### src/rtl/eco32_core_ifu_icu_pt_ctrl_pkg.sv
// Shared types and constants for the ICU page-table write sequencer.
package eco32_core_ifu_icu_pt_ctrl_pkg;

  localparam int DESC_W = 36;
  localparam int TID_W  = 1;
  localparam int NTID   = 2;

  typedef enum logic [2:0] {
    ST_INIT,
    ST_IDLE,
    ST_REFILL,
    ST_FLUSH,
    ST_HOLD
  } pt_state_e;

  function automatic int way_bits(input int ways);
    return (ways > 1) ? $clog2(ways) : 1;
  endfunction

endpackage

### src/rtl/eco32_core_ifu_icu_pt_ctrl_if.sv
// Request/ack handshakes from the ICU and the shared write bus to the way tables.
interface eco32_core_ifu_icu_pt_ctrl_if
  import eco32_core_ifu_icu_pt_ctrl_pkg::*;
#(
  parameter int PAW  = 5,
  parameter int WAYS = 2
);
  localparam int WB = way_bits(WAYS);

  logic [NTID-1:0]        rf_req;
  logic [NTID*PAW-1:0]    rf_page;
  logic [NTID*DESC_W-1:0] rf_desc;
  logic [NTID-1:0]        rf_ack;
  logic [WB-1:0]          rf_way;
  logic [NTID-1:0]        fl_req;
  logic [NTID-1:0]        fl_ack;
  logic                   o_busy;
  logic [WAYS-1:0]        wr_ena;
  logic [TID_W-1:0]       wr_tid;
  logic [PAW-1:0]         wr_page;
  logic [DESC_W-1:0]      wr_descriptor;

  modport master (
    output rf_req, rf_page, rf_desc, fl_req,
    input  rf_ack, rf_way, fl_ack, o_busy, wr_ena, wr_tid, wr_page, wr_descriptor
  );

  modport slave (
    input  rf_req, rf_page, rf_desc, fl_req,
    output rf_ack, rf_way, fl_ack, o_busy, wr_ena, wr_tid, wr_page, wr_descriptor
  );

endinterface

### src/rtl/eco32_core_ifu_icu_pt_arb.sv
// Two-requester round-robin arbiter; a tie goes to the thread not granted last.
module eco32_core_ifu_icu_pt_arb (
  input  logic       clk,
  input  logic       rst,
  input  logic [1:0] req,
  input  logic       upd,
  output logic [1:0] gnt
);

  logic last_q, last_d;

  always_comb begin
    gnt = req;
    if (req == 2'b11) begin
      gnt = last_q ? 2'b01 : 2'b10;
    end
    last_d = upd ? gnt[1] : last_q;
  end

  always_ff @(posedge clk or negedge rst) begin
    if (!rst) begin
      last_q <= 1'b1;
    end else begin
      last_q <= last_d;
    end
  end

endmodule

### src/rtl/eco32_core_ifu_icu_pt_ctrl.sv
// Page-descriptor table write sequencer: arbitrates refill/flush per thread,
// picks the victim way and drives the shared table write bus.
module eco32_core_ifu_icu_pt_ctrl
  import eco32_core_ifu_icu_pt_ctrl_pkg::*;
#(
  parameter int PAGE_ADDR_WIDTH = 5,
  parameter int WAYS            = 2,
  parameter bit INIT_FLUSH      = 1'b1
) (
  input logic                         clk,
  input logic                         rst,
  eco32_core_ifu_icu_pt_ctrl_if.slave bus
);

  localparam int PAW = PAGE_ADDR_WIDTH;
  localparam int WB  = way_bits(WAYS);
  localparam pt_state_e RST_STATE = INIT_FLUSH ? ST_INIT : ST_IDLE;

  pt_state_e state_q, state_d;

  logic [NTID-1:0]          rf_ack_q, rf_ack_d;
  logic [WB-1:0]            rf_way_q, rf_way_d;
  logic [NTID-1:0]          fl_ack_q, fl_ack_d;
  logic                     busy_q, busy_d;
  logic [WAYS-1:0]          wr_ena_q, wr_ena_d;
  logic [TID_W-1:0]         wr_tid_q, wr_tid_d;
  logic [PAW-1:0]           wr_page_q, wr_page_d;
  logic [DESC_W-1:0]        wr_desc_q, wr_desc_d;
  logic [NTID-1:0][WB-1:0]  victim_q, victim_d;

  logic [1:0]     fl_gnt, rf_gnt;
  logic           fl_upd, rf_upd;
  logic           fl_tid, rf_tid;
  logic [PAW:0]   init_nxt;
  logic [PAW-1:0] pg_nxt;

  eco32_core_ifu_icu_pt_arb u_fl_arb (
    .clk (clk),
    .rst (rst),
    .req (bus.fl_req),
    .upd (fl_upd),
    .gnt (fl_gnt)
  );

  eco32_core_ifu_icu_pt_arb u_rf_arb (
    .clk (clk),
    .rst (rst),
    .req (bus.rf_req),
    .upd (rf_upd),
    .gnt (rf_gnt)
  );

  // The registered write address doubles as the flush/init page counter.
  always_comb begin
    state_d   = state_q;
    rf_ack_d  = '0;
    rf_way_d  = '0;
    fl_ack_d  = '0;
    wr_ena_d  = '0;
    wr_tid_d  = '0;
    wr_page_d = '0;
    wr_desc_d = '0;
    victim_d  = victim_q;
    fl_upd    = 1'b0;
    rf_upd    = 1'b0;
    fl_tid    = fl_gnt[1];
    rf_tid    = rf_gnt[1];
    init_nxt  = {wr_tid_q, wr_page_q} + 1'b1;
    pg_nxt    = wr_page_q + 1'b1;

    unique case (state_q)
      ST_INIT: begin
        wr_ena_d = '1;
        if (wr_ena_q != '0) begin
          if ({wr_tid_q, wr_page_q} == '1) begin
            wr_ena_d = '0;
            state_d  = ST_HOLD;
          end else begin
            {wr_tid_d, wr_page_d} = init_nxt;
          end
        end
      end
      ST_IDLE: begin
        if (fl_gnt != '0) begin
          state_d          = ST_FLUSH;
          fl_upd           = 1'b1;
          wr_ena_d         = '1;
          wr_tid_d         = fl_tid;
          victim_d[fl_tid] = '0;
        end else if (rf_gnt != '0) begin
          state_d                    = ST_REFILL;
          rf_upd                     = 1'b1;
          wr_ena_d[victim_q[rf_tid]] = 1'b1;
          wr_tid_d                   = rf_tid;
          wr_page_d                  = bus.rf_page[rf_tid*PAW +: PAW];
          wr_desc_d                  = bus.rf_desc[rf_tid*DESC_W +: DESC_W];
          rf_ack_d[rf_tid]           = 1'b1;
          rf_way_d                   = victim_q[rf_tid];
          victim_d[rf_tid]           = victim_q[rf_tid] + 1'b1;
        end
      end
      ST_FLUSH: begin
        if (wr_page_q == '1) begin
          state_d = ST_HOLD;
        end else begin
          wr_ena_d  = '1;
          wr_tid_d  = wr_tid_q;
          wr_page_d = pg_nxt;
          if (pg_nxt == '1) begin
            fl_ack_d[wr_tid_q] = 1'b1;
          end
        end
      end
      ST_REFILL: state_d = ST_HOLD;
      ST_HOLD:   state_d = ST_IDLE;
      default:   state_d = ST_IDLE;
    endcase

    busy_d = (state_d != ST_IDLE);
  end

  always_ff @(posedge clk or negedge rst) begin
    if (!rst) begin
      state_q   <= RST_STATE;
      rf_ack_q  <= '0;
      rf_way_q  <= '0;
      fl_ack_q  <= '0;
      busy_q    <= 1'b0;
      wr_ena_q  <= '0;
      wr_tid_q  <= '0;
      wr_page_q <= '0;
      wr_desc_q <= '0;
      victim_q  <= '0;
    end else begin
      state_q   <= state_d;
      rf_ack_q  <= rf_ack_d;
      rf_way_q  <= rf_way_d;
      fl_ack_q  <= fl_ack_d;
      busy_q    <= busy_d;
      wr_ena_q  <= wr_ena_d;
      wr_tid_q  <= wr_tid_d;
      wr_page_q <= wr_page_d;
      wr_desc_q <= wr_desc_d;
      victim_q  <= victim_d;
    end
  end

  assign bus.rf_ack        = rf_ack_q;
  assign bus.rf_way        = rf_way_q;
  assign bus.fl_ack        = fl_ack_q;
  assign bus.o_busy        = busy_q;
  assign bus.wr_ena        = wr_ena_q;
  assign bus.wr_tid        = wr_tid_q;
  assign bus.wr_page       = wr_page_q;
  assign bus.wr_descriptor = wr_desc_q;

endmodule

### src/flat_wrapper.sv
// flat-port wrapper written by rule: the top's interface ports become plain ports
module eco32_core_ifu_icu_pt_ctrl_flat import eco32_core_ifu_icu_pt_ctrl_pkg::*;
#(
  parameter int PAGE_ADDR_WIDTH = 5,
  parameter int WAYS            = 2,
  parameter bit INIT_FLUSH      = 1'b1
)
  (clk, rst, bus_rf_req, bus_rf_page, bus_rf_desc, bus_fl_req, bus_rf_ack, bus_rf_way, bus_fl_ack, bus_o_busy, bus_wr_ena, bus_wr_tid, bus_wr_page, bus_wr_descriptor);
  eco32_core_ifu_icu_pt_ctrl_if #(.PAW((5)), .WAYS(WAYS)) bus_i ();
  input logic clk;
  input logic rst;
  input wire logic [$bits(bus_i.rf_req)-1:0] bus_rf_req;
  input wire logic [$bits(bus_i.rf_page)-1:0] bus_rf_page;
  input wire logic [$bits(bus_i.rf_desc)-1:0] bus_rf_desc;
  input wire logic [$bits(bus_i.fl_req)-1:0] bus_fl_req;
  output wire logic [$bits(bus_i.rf_ack)-1:0] bus_rf_ack;
  output wire logic [$bits(bus_i.rf_way)-1:0] bus_rf_way;
  output wire logic [$bits(bus_i.fl_ack)-1:0] bus_fl_ack;
  output wire logic [$bits(bus_i.o_busy)-1:0] bus_o_busy;
  output wire logic [$bits(bus_i.wr_ena)-1:0] bus_wr_ena;
  output wire logic [$bits(bus_i.wr_tid)-1:0] bus_wr_tid;
  output wire logic [$bits(bus_i.wr_page)-1:0] bus_wr_page;
  output wire logic [$bits(bus_i.wr_descriptor)-1:0] bus_wr_descriptor;
  assign bus_i.rf_req = bus_rf_req;
  assign bus_i.rf_page = bus_rf_page;
  assign bus_i.rf_desc = bus_rf_desc;
  assign bus_i.fl_req = bus_fl_req;
  assign bus_rf_ack = bus_i.rf_ack;
  assign bus_rf_way = bus_i.rf_way;
  assign bus_fl_ack = bus_i.fl_ack;
  assign bus_o_busy = bus_i.o_busy;
  assign bus_wr_ena = bus_i.wr_ena;
  assign bus_wr_tid = bus_i.wr_tid;
  assign bus_wr_page = bus_i.wr_page;
  assign bus_wr_descriptor = bus_i.wr_descriptor;
  eco32_core_ifu_icu_pt_ctrl #(.PAGE_ADDR_WIDTH(PAGE_ADDR_WIDTH), .WAYS(WAYS), .INIT_FLUSH(INIT_FLUSH)) u_core (.clk(clk), .rst(rst), .bus(bus_i));
endmodule
### config.mk
export PLATFORM = sky130hd
export DESIGN_NAME = eco32_core_ifu_icu_pt_ctrl_flat
export DESIGN_NICKNAME = d
export VERILOG_FILES = /design/src/rtl/eco32_core_ifu_icu_pt_ctrl_pkg.sv /design/src/rtl/eco32_core_ifu_icu_pt_ctrl_if.sv /design/src/rtl/eco32_core_ifu_icu_pt_arb.sv /design/src/rtl/eco32_core_ifu_icu_pt_ctrl.sv /design/src/flat_wrapper.sv
export SDC_FILE = /design/constraint.sdc
export NUM_CORES = 1
export LEC_CHECK = 0
export ABC_AREA = 1
export BUFFER_PORTS_ARGS = -buffer_cell sky130_fd_sc_hd__buf_2
export CAP_MARGIN = 20
export CORE_UTILIZATION = 35
export CTS_BUF_LIST = sky130_fd_sc_hd__clkbuf_16
export DETAILED_ROUTE_END_ITERATION = 7
export PLACE_DENSITY = 0.75
export SYNTH_ARGS = -nofsm -noshare
export SYNTH_HDL_FRONTEND = slang
export SYNTH_HIERARCHICAL = 1
export SYNTH_SLANG_ARGS = --single-unit
### constraint.sdc
create_clock -name clk -period 2.1 [get_ports clk]
set_input_delay 0.105 -clock clk [delete_from_list [all_inputs] [get_ports clk]]
set_output_delay 0.105 -clock clk [all_outputs]
set_load 0.05 [all_outputs]
=== Word level (Yosys, flattened, before mapping) ===
Cells that the tools add are included.

* Bitwise gates (word level): 2
* Equal/unequal tests: 10
* Reduce and logical (&&, ||, !) cells: 10
* Multiply operators: 2
* $lt $le $gt $ge: 8
* Mux-type cells: 58
* Add/sub/neg operators: 3
* Shift operators: 2

{| class="wikitable"
|+ Operators with widths
! cell !! count
|-
| two-way mux 36 bit || 3
|-
| variable part select 72 x 8 -> 36 bit || 1
|-
| two-way mux 2 bit || 17
|-
| two-way mux 5 bit || 5
|-
| two-way mux 1 bit || 19
|-
| two-way mux 3 bit || 5
|-
| case mux 5 bit (3 select lines) || 1
|-
| case mux 3 bit (4 select lines) || 1
|-
| == test 5 bit, second input constant || 2
|-
| variable part select 10 x 5 -> 5 bit || 1
|-
| less-than comparator 1 x 2 -> 1 bit, second input constant || 4
|-
| nonzero test 2 bit || 4
|-
| adder 6 x 1 -> 6 bit, second input constant || 1
|-
| == test 3 x 2 -> 1 bit, second input constant || 2
|-
| == test 6 bit, second input constant || 1
|-
| case mux 2 bit (3 select lines) || 1
|-
| adder 5 x 1 -> 5 bit, second input constant || 1
|-
| multiplier 1 x 4 -> 5 bit, second input constant || 1
|-
| demux 1 bit (select 1 bit) || 4
|-
| == test 2 bit, second input constant || 2
|-
| greater-or-equal comparator 1 bit, second input constant || 4
|-
| logical AND 1 bit || 4
|-
| multiplier 1 x 3 -> 4 bit, second input constant || 1
|-
| == test 3 x 1 -> 1 bit, second input constant || 1
|-
| 9 further kinds || 9
|}

* Logic and storage cells: 108
* Bits of input ports: 88
* Register bits: 57
* Output and inout bits: 50

=== Longest topological paths before layout ===
* Depth after elaboration: 11
* Gate-level depth with buffers: 11
* Gate-level depth less buffers: 9

=== Cells and area by module ===
The synthesis kept the hierarchy.

{| class="wikitable"
|+ By module, submodules not included
! module !! cells each !! area each (µm²) !! instances
|-
| eco32_core_ifu_icu_pt_ctrl || 299 || 2640.0 || 1
|-
| eco32_core_ifu_icu_pt_arb || 9 || 63.8 || 2
|}

=== Worst setup path before layout ===
Ideal clock, no wire load.

* Path kind: reg-to-reg
* From: reg u_core.wr_page_q[1] (netlist: u_core/bus.wr_page[1])
* To: reg u_core.busy_q (netlist: u_core/bus.o_busy)
* Path buffers: 0
* Arrival time: 1687 ps
* Data required time: 1980 ps
* Path slack: 293 ps
* Cell stages (with the launch flop): 10
* Period minus slack after synthesis: 1807 ps
* Cell sequence: dfrtp_1 ha_1 nand2_1 nor2_1 ha_1 inv_1 nand2_1 inv_1 nor2_1 nand2_1

* Word-level cells in the longest chain between the ends: 5

{| class="wikitable"
|+ RTL lines
! item !! RTL line !! text
|-
| start: declaration || eco32_core_ifu_icu_pt_ctrl.sv:27 || <nowiki>logic [PAW-1:0] wr_page_q, wr_page_d;</nowiki>
|-
| start signal: assignment || eco32_core_ifu_icu_pt_ctrl.sv:142 || <nowiki>wr_page_q <= wr_page_d;</nowiki>
|-
| == test 6 bit || eco32_core_ifu_icu_pt_ctrl.sv:75 || <nowiki>if ({wr_tid_q, wr_page_q} == '1) begin</nowiki>
|-
| two-way mux 3 bit || eco32_core_ifu_icu_pt_ctrl.sv:75 ||
|-
| two-way mux 3 bit || eco32_core_ifu_icu_pt_ctrl.sv:74 || <nowiki>if (wr_ena_q != '0) begin</nowiki>
|-
| case mux 3 bit (4 select lines) * || eco32_core_ifu_icu_pt_ctrl.sv:71 || <nowiki>unique case (state_q)</nowiki>
|-
| != test 3 x 1 -> 1 bit * || eco32_core_ifu_icu_pt_ctrl.sv:119 || <nowiki>busy_d = (state_d != ST_IDLE);</nowiki>
|-
| via u_core.busy_d || eco32_core_ifu_icu_pt_ctrl.sv:24 || <nowiki>logic busy_q, busy_d;</nowiki>
|-
| end signal: assignment || eco32_core_ifu_icu_pt_ctrl.sv:139 || <nowiki>busy_q <= busy_d;</nowiki>
|-
| end: declaration || eco32_core_ifu_icu_pt_ctrl.sv:24 ||
|}

The timed path passes the listed nets; every way through them passes the cells marked *.
A chain may end at the register's enable or synchronous reset.

=== Worst setup path in the final report ===
* From: reg u_core.u_rf_arb.last_q
* To: reg u_core.wr_desc_q[5] (netlist: u_core/bus.wr_descriptor[5])

* Word-level cells in the longest chain between the ends: 7

{| class="wikitable"
|+ RTL lines
! item !! RTL line !! text
|-
| start: declaration || eco32_core_ifu_icu_pt_arb.sv:10 || <nowiki>logic last_q, last_d;</nowiki>
|-
| start signal: assignment || eco32_core_ifu_icu_pt_arb.sv:24 || <nowiki>last_q <= last_d;</nowiki>
|-
| two-way mux 2 bit * || eco32_core_ifu_icu_pt_arb.sv:15 || <nowiki>gnt = last_q ? 2'b01 : 2'b10;</nowiki>
|-
| two-way mux 2 bit * || eco32_core_ifu_icu_pt_arb.sv:14 || <nowiki>if (req == 2'b11) begin</nowiki>
|-
| via u_core.rf_gnt[1] || eco32_core_ifu_icu_pt_ctrl.sv:31 || <nowiki>logic [1:0] fl_gnt, rf_gnt;</nowiki>
|-
| multiplier 1 x 4 -> 5 bit || eco32_core_ifu_icu_pt_ctrl.sv:96 || <nowiki>wr_desc_d = bus.rf_desc[rf_tid*DESC_W +: DESC_W];</nowiki>
|-
| variable part select 72 x 8 -> 36 bit || eco32_core_ifu_icu_pt_ctrl.sv:96 ||
|-
| two-way mux 36 bit * || eco32_core_ifu_icu_pt_ctrl.sv:90 || <nowiki>end else if (rf_gnt != '0) begin</nowiki>
|-
| two-way mux 36 bit * || eco32_core_ifu_icu_pt_ctrl.sv:84 || <nowiki>if (fl_gnt != '0) begin</nowiki>
|-
| two-way mux 36 bit * || eco32_core_ifu_icu_pt_ctrl.sv:71 ||
|-
| via u_core.wr_desc_d[5] || eco32_core_ifu_icu_pt_ctrl.sv:28 || <nowiki>logic [DESC_W-1:0] wr_desc_q, wr_desc_d;</nowiki>
|-
| end signal: assignment || eco32_core_ifu_icu_pt_ctrl.sv:143 || <nowiki>wr_desc_q <= wr_desc_d;</nowiki>
|-
| end: declaration || eco32_core_ifu_icu_pt_ctrl.sv:28 ||
|}

Marks and branches as above.

==> summary.md <==
| Metric | Value |
|---|---|
| Chip height | 90.9 microns |
| Starting density of the core | 36.0% |
| Slew headroom | 55.9% |
| Vias | 2,683 |
| Maxcap violations | 0 |
| Chip width | 90.9 microns |
| # hold bufs at CTS | 30 |
| Async set-reset flop share out of synthesis | 100% |
| Rows | 32 |
| First-pass GRT wire length | 11,800 microns |
| Min cycle time layout | 1.95 ns |
| Top cells by area, synth | dfrtp_1 50%, nand2_1 8.4%, inv_1 6.9% |
| First-pass iteration count of the detailed router | 5 |
| Layout area overhead | 53.0% |
| Antenna-violating nets left | 0 |
| TritonCTS clock tree | built |
| Tightest Pin Transition | ~0.66 ns |
| Top Ports | 138 |
| H-tree depth | 3 |
| IO buf count | between 100 and 150 |
| Min-Delay Path Class | in2reg |
| Lkg Pwr | 2.40 nW |
| Worst skew pair latency | 0.31 ns |
| Initial DRC count | about 140 |
| Drt total wl | 7220 microns |
| WS Path Type | reg2reg |
| Max-slew violation total from the final report | 0 |
| Largest net degree at the start of global routing | 33 |
| Core area | 7690 sq um |
| Vias/cell | 4.49 |
| Vias in the first global route | 2,650 |
| Maximum buffer depth of the clock tree | 2 |
| CP required | 2.31 ns |
| # DRC | 0 |
| EDFF count, synth | 0 |
| VDD IR-drop max | 0.480 mV |
| Total Die Area | around 8300 sq um |
| Reg2Reg Setup Slack | ~0.15 ns |
| Fmax | 513 MHz |
| Pwr/cell area | 1110 nW/um^2 |
| Largest area contributor in the netlist | dfrtp_1 |
| Top-area cell type share of the netlist area | 49.7% |
| Status | finished, final reports clean |
| Crit end category | register |
| Prevailing post-synth register cell | dfrtp_1 |
| Setup TNS | 0 ns |
| Crit path max fanout | 32 |
| CTS Buf Count | 9 |
| GRT Residual Overflow | 0 |
| Hold Violations, Final | 0 |
| Post-CTS sizing | 0 |
| Final period utilization | 92.8% |
| Unique masters post-synth | 30 |
| Placed Cells incl. Taps | approximately 550 |
| GPL Wtd Cong | between 0.8 and 0.9 |
| Reg clk slew, reported paths | ~0.05 ns |
| Final Setup Violations | 0 |
| Clk root buf | clkbuf_16 |
| Postcts setup bufs | 0 |
| Ys Warns | 6 |
| Most common library cells after synthesis | 62 x nand2_1, 55 x dfrtp_1, 51 x inv_1 |
| Syn nets | 408 |
| Layout Cells excl Fill | 598 |
| Routed length per instance | 12.1 microns |
| Avg Inst Size Synth | a little under 9 sq um |
| Number of antenna repair diodes | 0 |
| Skew final | 0.00394 ns |
| Startpoint Class | register |
| DP HPWL | 5130 microns |
| Initial antenna violation count | 0 |
| Top-count cell post-synth | nand2_1 |
| Total Routing Usage GR | 18.3% |
| Register area share after synthesis | 51.6% |
| Critical path arrival | 2.16 ns |
| RSZ-0062 raised after global routing | no |
| Layout cells sized above 1 | 42.1% |
| Post-Synthesis Cells | 317 |
| Post-synthesis cell area | 2770 sq um |
| Synthesis-stage register bit count | 57 |
| CTS sink cnt | 57 |
| Nets@finish | 582 |
## worst paths after layout
kind,startpoint,end,cells after the start
min in group asynchronous,rst,u_core/bus.rf_way,2
worst max-delay path,u_core/u_rf_arb/last_q,u_core/bus.wr_descriptor[5],6
worst min-delay path,bus_rf_desc[49],u_core/bus.wr_descriptor[13],3
max in group asynchronous,rst,u_core/u_fl_arb/last_q,3
worst min register to register,u_core/u_fl_arb/last_q,u_core/u_fl_arb/last_q,2
worst max register to register,u_core/u_rf_arb/last_q,u_core/bus.wr_descriptor[5],6
## area by class of cell
cell class | instances | area (sq um)
Clock buffer | 9 | 225
Clock inverter | 7 | 133
Fill cell | 714 | 3450
Inverter | 55 | 206
Multi-Input combinational cell | 195 | 1040
Sequential cell | 57 | 1430
Tap cell | 102 | 128
Timing Repair Buffer | 173 | 1070
## cells by family (layout without fill, tap and decap cells)
logic type	Yosys count	count (layout)	synth area share [%]
buffers and inverters	65	244	10.6
adders and majority gates	3	3	1.36
AOI/OAI and AO/OA	53	53	12.7
xor gates and xnor gates	1	1	0.317
and+or+nand+nor	138	138	23.3
DFF	57	57	51.6
## flip-flops by register name, indices dropped and copies added (netlist names)
signal / count
u_core/victim_q: 2
u_core/bus.wr_ena: 2
u_core/u_fl_arb/last_q: 1
u_core/bus.rf_ack: 2
u_core/u_rf_arb/last_q: 1
u_core/bus.rf_way: 1
u_core/bus.wr_page: 5
u_core/state_q: 3
u_core/bus.o_busy: 1
u_core/bus.wr_descriptor: 36
u_core/bus.fl_ack: 2
u_core/bus.wr_tid: 1
## placed cells by master (no fill, tap or decap), types with 17 or more instances in the layout
| master | instances |
|---|---|
| buf_2 | 137 |
| dfrtp_1 | 55 |
| dlygate4sd3_1 | 30 |
| inv_1 | 51 |
| nand2_1 | 62 |
| nand2_2 | 21 |
| nand3_1 | 21 |
| nor2_1 | 19 |
| o21ai_0 | 17 |
| o21ai_2 | 20 |
## worst max-delay path: stages (launching register included)
cell     delay (ns)
dfstp_2        0.53
nand2_1        0.07
and2_1         0.29
nor2_2         0.31
nand3_2        0.10
buf_4          0.27
o21ai_0        0.26
## layer usage
metal | share of wire (%) | GRT usage (%) | vias to the layer above
met5 | 0 | 0 | -
met1 | 42 | 21.5 | 1233
met4 | 2.0 | 8.20 | 0
met3 | 5.6 | 4.71 | 11
li1 | - | - | 1335
met2 | 51 | 31.5 | 104
## metrics by stage
stage                     utilization [%]  worst slack (ns)  hold slack [ns]  total power [W]  cell area [sq um]
after floorplan                         -             0.293           -0.191          0.00252               2770
after global placement               46.5             0.332            0.172          0.00288               3580
after detailed placement             46.5             0.222            0.171          0.00292               3580
after CTS                            55.1             0.195         0.000194          0.00473               4230
after global routing                 55.1           0.00731         0.000475          0.00495               4230
final                                55.1             0.151          0.00444          0.00470               4230
## where the power goes
part	total (W)	switching (W)	internal, W	leakage [nW]
Combinational	0.00154	0.00110	0.000440	1.45
Clock	0.00174	0.000475	0.00127	0.174
Sequential	0.00142	0.000115	0.00130	0.768
No activity file was read; power rests on OpenSTA's default activity.
